`config.mk`:
```
export PLATFORM = sky130hd
export DESIGN_NAME = sdram_arbit
export DESIGN_NICKNAME = d
export VERILOG_FILES = /design/src/rtl/sdram_arbit.sv
export SDC_FILE = /design/constraint.sdc
export NUM_CORES = 1
export LEC_CHECK = 0
export BUFFER_PORTS_ARGS = -buffer_cell sky130_fd_sc_hd__buf_2
export CAP_MARGIN = 30
export CORE_MARGIN = 4
export CORE_UTILIZATION = 35
export DETAILED_ROUTE_END_ITERATION = 12
export PLACE_DENSITY_LB_ADDON = 0.25
export SYNTH_ARGS = -nofsm -noshare
export SYNTH_HDL_FRONTEND = slang
export SYNTH_SLANG_ARGS = --single-unit
export TNS_END_PERCENT = 1
```
`constraint.sdc`:
```
create_clock -name s_clk -period 1.55 [get_ports s_clk]
set_input_delay 0 -clock s_clk [delete_from_list [all_inputs] [get_ports s_clk]]
set_output_delay 0 -clock s_clk [all_outputs]
set_load 0.05 [all_outputs]
```
`src/rtl/sdram_arbit.sv`:
```
// SDRAM command arbiter and periodic auto-refresh engine in front of the read/write engines.
// Optional `SDRAM_ARB_RD_PRIO_EN: read wins over write in arbitration (refresh always first).
module sdram_arbit #(
    parameter int REF_CYCLES = 780,
    parameter int T_RP       = 2,
    parameter int T_RFC      = 7
) (
    input  logic        s_clk,
    input  logic        s_rst_n,
    input  logic        init_end,
    input  logic [3:0]  init_cmd,
    input  logic [11:0] init_addr,
    input  logic        wr_req,
    input  logic        wr_end,
    input  logic [3:0]  wr_cmd,
    input  logic [11:0] wr_addr,
    input  logic [1:0]  wr_bank,
    input  logic        rd_req,
    input  logic        rd_end,
    input  logic [3:0]  rd_cmd,
    input  logic [11:0] rd_addr,
    input  logic [1:0]  rd_bank,
    output logic        en_wr,
    output logic        en_rd,
    output logic        req_aref,
    output logic        aref_miss,
    output logic        sdram_cke,
    output logic [3:0]  sdram_cmd,
    output logic [11:0] sdram_addr,
    output logic [1:0]  sdram_bank
);

    localparam int AREF_LEN = 3 + T_RP + 2 * T_RFC;
    localparam int REF_W    = (REF_CYCLES > 1) ? $clog2(REF_CYCLES) : 1;
    localparam int AREF_W   = $clog2(AREF_LEN);

    localparam logic [REF_W-1:0]  REF_LAST  = REF_W'(REF_CYCLES - 1);
    localparam logic [AREF_W-1:0] AREF_LAST = AREF_W'(AREF_LEN - 1);
    localparam logic [AREF_W-1:0] AREF_AR1  = AREF_W'(1 + T_RP);
    localparam logic [AREF_W-1:0] AREF_AR2  = AREF_W'(2 + T_RP + T_RFC);

    localparam logic [3:0]  CMD_NOP   = 4'b0111;
    localparam logic [3:0]  CMD_PRE   = 4'b0010;
    localparam logic [3:0]  CMD_AREF  = 4'b0001;
    localparam logic [11:0] ADDR_PALL = 12'b0100_0000_0000;

    typedef enum logic [4:0] {
        ST_INIT  = 5'b00001,
        ST_ARB   = 5'b00010,
        ST_AREF  = 5'b00100,
        ST_WRITE = 5'b01000,
        ST_READ  = 5'b10000
    } state_t;

    state_t              state;
    state_t              state_nxt;
    logic [REF_W-1:0]    ref_cnt;
    logic [AREF_W-1:0]   cnt_aref;
    logic                ref_wrap;
    logic                aref_done;

    assign ref_wrap  = init_end && (ref_cnt == REF_LAST);
    assign aref_done = (state == ST_AREF) && (cnt_aref == AREF_LAST);

    always_ff @(posedge s_clk) begin
        if (!s_rst_n) begin
            state <= ST_INIT;
        end else begin
            state <= state_nxt;
        end
    end

    always_comb begin
        state_nxt = state;
        case (state)
            ST_INIT:  if (init_end) state_nxt = ST_ARB;
            ST_ARB: begin
                if (req_aref) begin
                    state_nxt = ST_AREF;
`ifdef SDRAM_ARB_RD_PRIO_EN
                end else if (rd_req) begin
                    state_nxt = ST_READ;
                end else if (wr_req) begin
                    state_nxt = ST_WRITE;
`else
                end else if (wr_req) begin
                    state_nxt = ST_WRITE;
                end else if (rd_req) begin
                    state_nxt = ST_READ;
`endif
                end
            end
            ST_AREF:  if (aref_done) state_nxt = ST_ARB;
            ST_WRITE: if (wr_end) state_nxt = ST_ARB;
            ST_READ:  if (rd_end) state_nxt = ST_ARB;
            default:  state_nxt = ST_INIT;
        endcase
    end

    // Refresh interval timer stays parked at zero until initialisation finishes.
    always_ff @(posedge s_clk) begin
        if (!s_rst_n || !init_end) begin
            ref_cnt <= '0;
        end else if (ref_wrap) begin
            ref_cnt <= '0;
        end else begin
            ref_cnt <= ref_cnt + 1'b1;
        end
    end

    always_ff @(posedge s_clk) begin
        if (!s_rst_n) begin
            cnt_aref <= '0;
        end else if ((state == ST_AREF) && !aref_done) begin
            cnt_aref <= cnt_aref + 1'b1;
        end else begin
            cnt_aref <= '0;
        end
    end

    // A wrap landing on the AREF exit edge keeps the request set so refresh repeats.
    always_ff @(posedge s_clk) begin
        if (!s_rst_n) begin
            req_aref  <= 1'b0;
            aref_miss <= 1'b0;
        end else begin
            if (ref_wrap) begin
                req_aref <= 1'b1;
            end else if (aref_done) begin
                req_aref <= 1'b0;
            end
            if (ref_wrap && req_aref) begin
                aref_miss <= 1'b1;
            end
        end
    end

    always_comb begin
        sdram_cmd  = CMD_NOP;
        sdram_addr = '0;
        sdram_bank = '0;
        case (state)
            ST_INIT: begin
                sdram_cmd  = init_cmd;
                sdram_addr = init_addr;
            end
            ST_WRITE: begin
                sdram_cmd  = wr_cmd;
                sdram_addr = wr_addr;
                sdram_bank = wr_bank;
            end
            ST_READ: begin
                sdram_cmd  = rd_cmd;
                sdram_addr = rd_addr;
                sdram_bank = rd_bank;
            end
            ST_AREF: begin
                if (cnt_aref == '0) begin
                    sdram_cmd  = CMD_PRE;
                    sdram_addr = ADDR_PALL;
                end else if ((cnt_aref == AREF_AR1) || (cnt_aref == AREF_AR2)) begin
                    sdram_cmd = CMD_AREF;
                end
            end
            default: ;
        endcase
    end

    assign en_wr     = (state == ST_WRITE);
    assign en_rd     = (state == ST_READ);
    assign sdram_cke = 1'b1;

endmodule

```
After elaboration in Yosys (flattened, before gate mapping)
Cells that the tools add are included.
{"block": "totals", "regBits": 22, "inputBits": 59, "out_inout_bits": 23, "elab_cells": 51}
{"block": "op_classes", "add_sub_neg": 2, "eq_ne": 14, "mux": 16, "reduce_logical": 14}
{"operator": "$pmux W12 S4", "n": 1}
{"operator": "$mux W5", "n": 7}
{"operator": "$pmux W5 S5", "n": 1}
{"operator": "$pmux W4 S4", "n": 1}
{"operator": "$mux W11", "n": 1}
{"operator": "$add A10 B1 Y10 const B", "n": 1}
{"operator": "$eq A10 B10 Y1 const B", "n": 1}
{"operator": "$eq A5 B2 Y1 const B", "n": 2}
{"operator": "$eq A5 B4 Y1 const B", "n": 2}
{"operator": "$eq A5 B5 Y1 const B", "n": 2}
{"operator": "$ne A2 B2 Y1 const B", "n": 4}
{"operator": "$mux W3", "n": 2}
{"operator": "$add A5 B1 Y5 const B", "n": 1}
{"operator": "$eq A5 B1 Y1 const B", "n": 1}
{"operator": "$eq A5 B3 Y1 const B", "n": 1}
{"operator": "$logic_not A5 Y1", "n": 1}
{"operator": "$reduce_and A5 Y1", "n": 1}
{"operator": "$logic_and A1 B1 Y1", "n": 4}
{"operator": "$ne A4 B4 Y1 const B", "n": 1}
{"operator": "$pmux W2 S2", "n": 1}
{"operator": "$logic_not A1 Y1", "n": 3}
{"operator": "$logic_or A1 B1 Y1", "n": 2}
{"operator": "$mux W1", "n": 2}
{"operator": "$reduce_and A2 Y1", "n": 1}
{"operator": "other kinds (2)", "n": 2}

Depth between registers and ports, before layout
Gate-level depths: netlist (run 1).
{"block": "logic_depth", "ltp_word": 5, "mapped_depth": 7, "ltp_nobuf": 6}

Worst setup path after synthesis (run 1)
OpenSTA, ideal clock, no wires.
{"block": "synth_path", "path_type": "flip-flop to output port", "startpoint": "reg state[0]", "endpoint": "out sdram_addr[2]", "arrival_ns": 2.050, "t_required_ns": 1.550, "path_slack_ns": -0.500, "path_stages_with_launch": 6, "n_path_buf": 1, "cell_sequence": "dfxtp_1 > nor3_1 > nor3b_2 > clkbuf_1 > a222oi_1 > inv_1"}
{"block": "synth_via", "elab_chain_len": 2, "word_cells_on_any_way": 5}
{"element": "from (decl)", "line_no": "55", "source": "state_t state;"}
{"element": "from (signal assigned)", "line_no": "69", "source": "state <= state_nxt;"}
{"element": "$eq A5 B5 Y1"}
{"element": "net en_rd", "line_no": "24", "source": "output logic en_rd,"}
{"element": "$pmux W12 S4", "line_no": "142", "source": "case (state)"}
{"element": "to (decl)", "line_no": "29", "source": "output logic [11:0] sdram_addr,"}
The timed path passes the listed nets, and every way through them passes these cells.

Worst setup path after layout (run 1)
{"block": "layout_path", "startpoint": "reg state[0]", "endpoint": "out sdram_cmd[2]"}
{"block": "layout_via", "elab_chain_len": 2, "word_cells_on_any_way": 5}
{"element": "$eq A5 B3 Y1, or another cell as far along", "line_no": "142"}
{"element": "$pmux W4 S4 *", "line_no": "142"}
{"element": "to (decl)", "line_no": "28", "source": "output logic [3:0] sdram_cmd,"}
Every way passes the cells marked *; elsewhere a longest branch is shown, timed or not.

==> metrics.txt, run 1 <==
Max FO, Critical Path=4; Hold WC Path Type=input port to register; XOR/XNOR Fraction of Synth Area=about 7.5%; Reg clk slew, reported paths=80 ps; Post-Syn Area=1410 um2; crit path time final=1740 ps; Total Power=between 0.002 and 0.003 W; Worst R2R Setup Slack=20 ps; port bufs=80; clk_skew=8.29 ps; CP max-delay cell=or4_4; post-route ant nets=0; Worst Setup Start Kind=register; met3 WL=162 um; Synth Flop Type=dfxtp_1; Synth area leader=dfxtp_1; largest family of logic cells by synthesized area=simple AND/OR/NAND/NOR gates; met2 routed WL=2520 um; VDD IR max=741 uV; Hold Vio Cnt, Final=0; Cell Pwr Density=~1300 nW/um2; largest net degree at the start of global routing=17; initial antenna violation count=0; Post-synth EDFFs=0; Skew-Pair Late Insertion Delay=around 260 ps; synthesized instance count=173; Nets=approximately 330; die area=5090 um2; antenna diode count=0; count of cell types in the netlist=44; final RePlAce weighted congestion=roughly 0.79; slowest stage delay, CP=540 ps; status=finished, violations left; Max Cap Viol=0; final instance area=between 2000 and 2500 um2; setup violators final=18; Max Slew Vio Count=0; CP Cell Sequence=buf_6, and3b_1, or4_4, nand3_2, buf_8; RSZ-0062 raised after global routing=yes; Iter 0 DRT Violations=between 150 and 200; Starting Density=37.3%; hold slack=roughly 22 ps; CTS Buf Count=3; Pre-antenna DRT Iters=6; Syn-to-layout area delta=60.9%; most common cell in the netlist=dfxtp_1; via count=approximately 1600; Synth async-reset ratio=0%; Yosys top cell area share=31.3%; crit path DAT=1740 ps; failing checks=setup timing; Fin Setup TNS=-2040 ps; most frequent cells after synthesis=22 x dfxtp_1, 21 x nor2_1, 19 x inv_1; top-level port count=82; P_leak=between 1 and 1.5 nW; hpwl dp=3520 um; #FFs+latches synth=22; share of cells above drive strength 1=46.8%; final worst slack=-192 ps; clock sink count=22; Synth Area in Simple Gates=27.2%; Detailed Route WL=between 4000 and 5000 um; Die Span X=roughly 71 um; # fillers=around 350; TritonCTS clock tree=done; adder-cell share of the synthesized area=between 3 and 4%; core box area=3770 um2; vias in the first global route=1643; H-tree depth=1; CP required=1550 ps; FMAX=574 MHz; final period utilization=112%; hold_buf cts=0; Met1 Routed Length=1890 um; CTS root buffer=clkbuf_8; Mapped Avg Cell Area=8.12 um2; net count after synthesis=236; ranking of synthesized cells by area=dfxtp_1 31%, a222oi_1 9.3%, nor2_1 5.6%; first-pass GRT wire length=7420 um; Die Y-Extent=71.4 um; total grt overflow=0; DP Area=1970 um2; post-synthesis sequential area ratio=31.3%; pre-CTS WS=-52.0 ps; yosys warns=0; All-Layer GR Usage=between 10% and 20%; mux cell area share after synthesis=0%; clk buf depth=2; number of remaining DRC errors=0; Synth Area in Compound Gates=between 20% and 30%; CP endpoint kind=output pin; row count=22; top sig layer=met4; drt wl/cell=14.5 um; vias per inst=5.15; crit path kind=register to output pin
==> power breakdown <==
part	internal [W]	switching, W	leakage, nW	total, W
Combinational	0.000778	0.00115	0.863	0.00193
Clock	0.000226	0.000179	0.0288	0.000405
Sequential	0.000603	0.0000403	0.181	0.000643
==> per-layer routing <==
layer / track usage [%] / vias to the layer above
li1: - / 822
met1: 22.0 / 779
met2: 31.3 / 31
met3: 3.79 / 2
met4: 1.67 / 0
met5: 0 / -
==> sequential cells by signal, summed over array words and instances, names as in the netlist <==
signal and count:
cnt_aref 5, req_aref 1, ref_cnt 10, aref_miss 1
state 5
==> kinds of logic after synthesis <==
family / count (synthesis)
AO/OA/AOI/OAI: 36
XOR/XNOR: 12
adder cells (fa/ha/maj): 4
buffers and inverters: 29
flip-flops: 22
other: 1
AND/OR/NAND/NOR: 69
==> layout by cell type, fill, tap and decap left out, types with 3 or more instances in the layout <==
| cell | synthesis | routed |
|---|---|---|
| clkbuf_8 | 0 | 4 |
| buf_4 | 2 | 19 |
| nand3_2 | 0 | 3 |
| nor2_1 | 21 | 21 |
| xor2_1 | 4 | 4 |
| dfxtp_1 | 22 | 17 |
| dfxtp_4 | 0 | 3 |
| a22oi_1 | 5 | 5 |
| xnor2_1 | 8 | 8 |
| ha_1 | 4 | 4 |
| o21ai_0 | 4 | 3 |
| inv_1 | 19 | 19 |
| nand2_1 | 6 | 6 |
| buf_6 | 0 | 19 |
| a222oi_1 | 13 | 13 |
| buf_2 | 3 | 60 |
| nand3_1 | 12 | 9 |
| nand4_1 | 3 | 3 |
| buf_8 | 0 | 3 |
==> what timing repair did <==
| item | in CTS | in global routing |
|---|---|---|
| setup endpoints to repair | 22 | 23 |
| pin swaps | 2 | 17 |
| gates resized for setup | 54 | 13 |
| setup buffers | 3 | 0 |
==> critical path: cells and delay by family (launching register included) <==
| family | cells | cell delay (ps) |
|---|---|---|
| simple gates | 3 | 850 |
| buf+inv | 2 | 260 |
| flops | 1 | 370 |
==> cell type report <==
type	count	area, um2	share of cell area, %
clock buffer	4	55.1	2.43
inverter	19	71.3	3.15
multi-input combinational	122	911	40.3
sequential	22	454	20.1
tap	48	60.1	2.66
timing repair buffer	102	709	31.4
==> stage by stage <==
step | util, % | instances
after global routing | 60.0 | 317
final | 60.0 | 317
after CTS | 58.9 | 317
after detailed placement | 52.4 | 310
after floorplan | - | 173
after global placement | 52.4 | 310
==> worst paths after layout <==
check | from | end | depth (start not counted)
worst max-delay path | state[0]$_SDFFE_PN1P_ | sdram_cmd[2] | 5
worst min-delay path | wr_req | state[3]$_SDFFE_PN0P_ | 3
worst max register to register | state[0]$_SDFFE_PN1P_ | state[4]$_SDFFE_PN0P_ | 6
worst min register to register | aref_miss$_SDFFE_PN0P_ | aref_miss$_SDFFE_PN0P_ | 1
Power figures use the tool's default switching activity.
==> inputs of run 2 (changes only) <==
--- a/config.mk
+++ b/config.mk
@@ -11,6 +11,7 @@
 export CORE_UTILIZATION = 35
 export DETAILED_ROUTE_END_ITERATION = 12
 export PLACE_DENSITY_LB_ADDON = 0.25
+export SKIP_CTS_REPAIR_TIMING = 1
 export SYNTH_ARGS = -nofsm -noshare
 export SYNTH_HDL_FRONTEND = slang
 export SYNTH_SLANG_ARGS = --single-unit
==> run 2 against run 1 <==
Against the previous run:
- the run still ends with setup timing left
- design area hardly changed
- flip-flop and latch count did not move
- global-route usage is 0.93 points lower
- first-iteration DRC count is 6.9% lower
- maximum frequency fell by 1.5%
- register-to-register slack barely moved
- sequential power is 1% higher
- via count decreased by 2.1%
- sequential share of layout area barely moved
- combinational power about the same
- critical path type unchanged
==> metrics.txt, run 2 (synthesis results as in run 1) <==
vias per inst=5.05 (-2.1%); Iter 0 DRT Violations=148 (-6.9%); Total Power=0.00297 W (-0.31%); final worst slack=-217 ps (-25.7 ps); CP Cell Sequence=buf_6, nor2b_4, and2_4, or4_4, nand3_2, buf_8; CTS Buf Count=3 (unchanged); hpwl dp=3520 um (unchanged); failing checks=setup timing; number of remaining DRC errors=0 (unchanged); initial antenna violation count=0 (unchanged); crit path time final=1770 ps (+25.7 ps); Skew-Pair Late Insertion Delay=260 ps (about the same); via count=1600 (-2.1%); crit path kind=register to output pin; # fillers=350 (+0.29%); slowest stage delay, CP=560 ps (+20 ps); top flop regs=ref_cnt: 10 flops, cnt_aref: 5 flops, state: 5 flops; drt wl/cell=14.8 um (+2.2%); Max Cap Viol=0 (unchanged); clk buf depth=2 (unchanged); Reg clk slew, reported paths=80 ps (about the same); Pre-antenna DRT Iters=4 (-2); Hold Vio Cnt, Final=0 (unchanged); largest net degree at the start of global routing=17 (unchanged); vias in the first global route=1592 (-3.1%); CP endpoint kind=output pin; final RePlAce weighted congestion=0.793 (unchanged); FMAX=566 MHz (-1.5%); status=finished, violations left; VDD IR max=739 uV (-0.31%); CP required=1550 ps (about the same); RSZ-0062 raised after global routing=yes; final instance area=2260 um2 (about the same); All-Layer GR Usage=16.5% (-0.93 points); Nets=333 (unchanged); post-route ant nets=0 (unchanged); die area=5090 um2 (unchanged); row count=22 (unchanged); share of cells above drive strength 1=46.8% (unchanged); commonest cells after routing, fill and taps aside=60 x buf_2, 21 x nor2_1, 20 x buf_6; P_leak=1.08 nW (+0.38%); Die Span X=71.4 um (unchanged); total grt overflow=0 (unchanged); Syn-to-layout area delta=61.0% (about the same); final period utilization=114% (+1.7 points); H-tree depth=1 (unchanged); antenna diode count=0 (unchanged); Die Y-Extent=71.4 um (unchanged); Starting Density=37.3% (unchanged); max reg flops=10 (unchanged); Most flops, register=ref_cnt; first-pass GRT wire length=7100 um (-4.3%); Worst R2R Setup Slack=20 ps (about the same); Fin Setup TNS=-2420 ps (-373 ps); commonest non-fill, non-tap cell in the layout=buf_2; Detailed Route WL=4680 um (+2.2%); crit path DAT=1770 ps (+30 ps); CP max-delay cell=or4_4; Max Slew Vio Count=0 (unchanged); CTS root buffer=clkbuf_8; clk_skew=9.13 ps (+0.842 ps); DP Area=1970 um2 (unchanged); TritonCTS clock tree=done; Worst Setup Start Kind=register; Max FO, Critical Path=4 (unchanged); core box area=3770 um2 (unchanged); top-level port count=82 (unchanged); Cell Pwr Density=1310 nW/um2 (-0.37%); clock sink count=22 (unchanged); Hold WC Path Type=input port to register; setup violators final=18 (unchanged); port bufs=80 (unchanged)
[run 2: worst paths after layout]
kind / start / cells after the start / endpoint
worst max-delay path: state[0]$_SDFFE_PN1P_ / 6 / sdram_cmd[2]
worst min-delay path: s_rst_n / 2 / state[0]$_SDFFE_PN1P_
worst max register to register: state[1]$_SDFFE_PN0P_ / 5 / state[3]$_SDFFE_PN0P_
worst min register to register: cnt_aref[0]$_SDFF_PN0_ / 1 / cnt_aref[0]$_SDFF_PN0_
[run 2: stage by stage]
step,hold slack [ps],utilization (%),worst slack (ps),cells
finish,22.9,60.0,-217,317
global route,24.5,60.0,-288,317
CTS,21.8,53.8,-351,314
detailed placement,296,52.4,-52.0,310
global placement,306,52.4,-10.8,310
floorplan,162,-,-138,173
[run 2: report_power, final]
group,internal [W],leakage [nW],total [W],switching (W)
registers,0.000603,0.181,0.000651,0.0000481
logic,0.000764,0.867,0.00192,0.00115
clock network,0.000226,0.0288,0.000402,0.000176
total,0.00159,1.08,0.00297,0.00138
[run 2: cell type report]
cell class / count / area, um2 / share of cell area [%]
Multi-Input combinational cell: 122 / 908 / 40.2
Timing Repair Buffer: 102 / 713 / 31.5
Sequential cell: 22 / 454 / 20.1
Inverter: 19 / 71.3 / 3.15
Tap cell: 48 / 60.1 / 2.65
Clock buffer: 4 / 55.1 / 2.43
[run 2: routing by layer]
metal	track usage, %	vias to the layer above	routed length (um)
met5	0	-	0
met4	1.88	0	40
met3	3.79	4	193
met2	29.5	33	2470
met1	20.8	739	1980
li1	-	824	-
[run 2: worst max-delay path, delay by kind of cell, from the launching register on]
family                 cells  cell delay [ps]
flip-flops                 1              390
AND/OR/NAND/NOR            4              850
buffers and inverters      2              260
==> inputs of run 3 (changes only) <==
--- a/config.mk
+++ b/config.mk
@@ -7,6 +7,7 @@
 export LEC_CHECK = 0
 export BUFFER_PORTS_ARGS = -buffer_cell sky130_fd_sc_hd__buf_2
 export CAP_MARGIN = 30
+export CORE_ASPECT_RATIO = 1.2
 export CORE_MARGIN = 4
 export CORE_UTILIZATION = 35
 export DETAILED_ROUTE_END_ITERATION = 12
==> run 3 against run 2 <==
Against the previous run:
- design area fell by 1.3%
- the run still ends with setup timing left
- sequential share of layout area rose by 0.16 points
- global-route usage fell by 0.97 points
- utilization fell by 0.52 points
- cell count rose by 0.32%
- flip-flop and latch count did not move
- non-clock buffer count fell by 2
- register-to-register slack barely moved
- highest routed layer unchanged
- via count rose by 2.5%
- largest cell class unchanged
==> metrics.txt, run 3 (synthesis results as in run 1) <==
status=finished, violations left; failing checks=setup timing; commonest non-fill, non-tap cell in the layout=buf_2; VDD IR max=545 uV (-26%); CP required=1550 ps (about the same); Cell Pwr Density=1290 nW/um2 (-1.7%); crit path kind=register to output pin; crit path time final=1700 ps (-71.3 ps); met2 usage in global routing=28.0% (-1.5 points); Pre-antenna DRT Iters=5 (+1); number of remaining DRC errors=0 (unchanged); commonest cells after routing, fill and taps aside=61 x buf_2, 21 x nor2_1, 19 x inv_1, 19 x buf_6, 18 x buf_4; crit path DAT=1700 ps (-70 ps); Max FO, Critical Path=4 (unchanged); post-route ant nets=0 (unchanged); initial antenna violation count=0 (unchanged); r2r startpoint=state[3]$_SDFFE_PN0P_; clock sink count=22 (unchanged); Layout Cells excl Fill=318 (+0.32%); via count=1640 (+2.5%); RSZ-0062 raised after global routing=yes; CTS Buf Count=3 (unchanged); Placed Instances=314 (+1.3%); vias in the first global route=1514 (-4.9%); total grt overflow=0 (unchanged); CP endpoint kind=output pin; Die Y-Extent=77.4 um (+8.5%); row count=24 (+9.1%); antenna diode count=0 (unchanged); Finished Core Util=59.5% (-0.52 points); Max Slew Vio Count=0 (unchanged); final RePlAce weighted congestion=0.822 (+3.7%); port bufs=80 (unchanged); Detailed Route WL=4420 um (-5.6%); All-Layer GR Usage=15.6% (-0.97 points); Hold Crit Start=s_rst_n; drt wl/cell=13.9 um (-5.9%); Fin Setup TNS=-1800 ps (+613 ps); met1 track demand over resource=18.0% (-2.8 points); Hold EP=state[0]$_SDFFE_PN1P_; clk buf depth=2 (unchanged); FMAX=590 MHz (+4.2%); Total Power=0.00288 W (-3.0%); Hold WC Path Type=input port to register; met3 Use GR=3.18% (-0.61 points); clk_skew=3.79 ps (-5.34 ps); Hold Vio Cnt, Final=0 (unchanged); Worst Setup Start Kind=register; share of cells above drive strength 1=47.0% (+0.15 points); core box area=3750 um2 (-0.46%); worst reg2reg path depth=5 (unchanged); hold depth=2 (unchanged); Die Span X=65.8 um (-7.7%); Starting Density=37.4% (+0.17 points); top-level port count=82 (unchanged); top flop regs=ref_cnt: 10 flops, cnt_aref: 5 flops, state: 5 flops; Most flops, register=ref_cnt; setup violators final=18 (unchanged); most used routing layer=met2; P_leak=1.06 nW (-1.3%); Nets=331 (-0.60%); R2R Path End=state[4]$_SDFFE_PN0P_; first-pass GRT wire length=6520 um (-8.2%); CTS root buffer=clkbuf_8; final period utilization=109% (-4.6 points); Worst R2R Setup Slack=20 ps (about the same); max reg flops=10 (unchanged); hpwl dp=3460 um (-1.7%); Iter 0 DRT Violations=118 (-20%); die area=5100 um2 (about the same); H-tree depth=1 (unchanged); Max Cap Viol=0 (unchanged); vias per inst=5.16 (+2.2%); largest net degree at the start of global routing=17 (unchanged); Syn-to-layout area delta=58.9%; TritonCTS clock tree=done; final worst slack=-146 ps (+71.3 ps); # fillers=342 (-2.3%); Skew-Pair Late Insertion Delay=250 ps (about the same); Reg clk slew, reported paths=70 ps (about the same)
==> run 3: critical path: stages, from the launching register on <==
cell and delay [ps]:
dfxtp_2 370, inv_1 100, and3_4 170, or4_4 570, nand3_2 90, buf_6 150
==> run 3: area by class of cell <==
type	count	area (um2)	share of cell area, %
multi-input cells	122	918	41.1
repair buffers	100	684	30.7
flip-flops and latches	22	452	20.2
inverters	19	71.3	3.20
well taps	52	65.1	2.91
clock buffers	3	41.3	1.85
==> run 3: per-stage QoR <==
stage	setup slack [ps]	cell area (um2)	hold WS, ps
finish	-146	2230	26.3
floorplan	-138	1420	162
global placement	15.7	1980	299
global route	-204	2230	30.9
CTS	-301	2020	23.3
detailed placement	-17.1	1980	292
==> run 3: how the worst max path moves through the flow <==
| stage | start | endpoint | cells past startpoint |
|---|---|---|---|
| 6_report | state[4]$_SDFFE_PN0P_ | sdram_cmd[2] | 5 |
| 5_1_grt | state[1]$_SDFFE_PN0P_ | sdram_cmd[1] | 6 |
| 4_1_cts | state[2]$_SDFFE_PN0P_ | sdram_cmd[1] | 5 |
| 3_5_place_dp | state[2]$_SDFFE_PN0P_ | sdram_cmd[1] | 5 |
| 3_3_place_gp | state[2]$_SDFFE_PN0P_ | sdram_cmd[1] | 5 |
| 2_1_floorplan | state[0]$_SDFFE_PN1P_ | sdram_addr[2] | 5 |
==> run 3: metal layers <==
layer | wire length [um] | vias up
met5 | 0 | -
met4 | 61 | 0
met3 | 393 | 8
met2 | 2180 | 76
met1 | 1780 | 739
li1 | - | 817
==> run 3: where the power goes <==
part	internal, W	switching (W)	leakage (nW)
Clock	0.000173	0.000164	0.0216
Sequential	0.000600	0.0000315	0.180
Combinational	0.000772	0.00114	0.861
Total	0.00155	0.00134	1.06
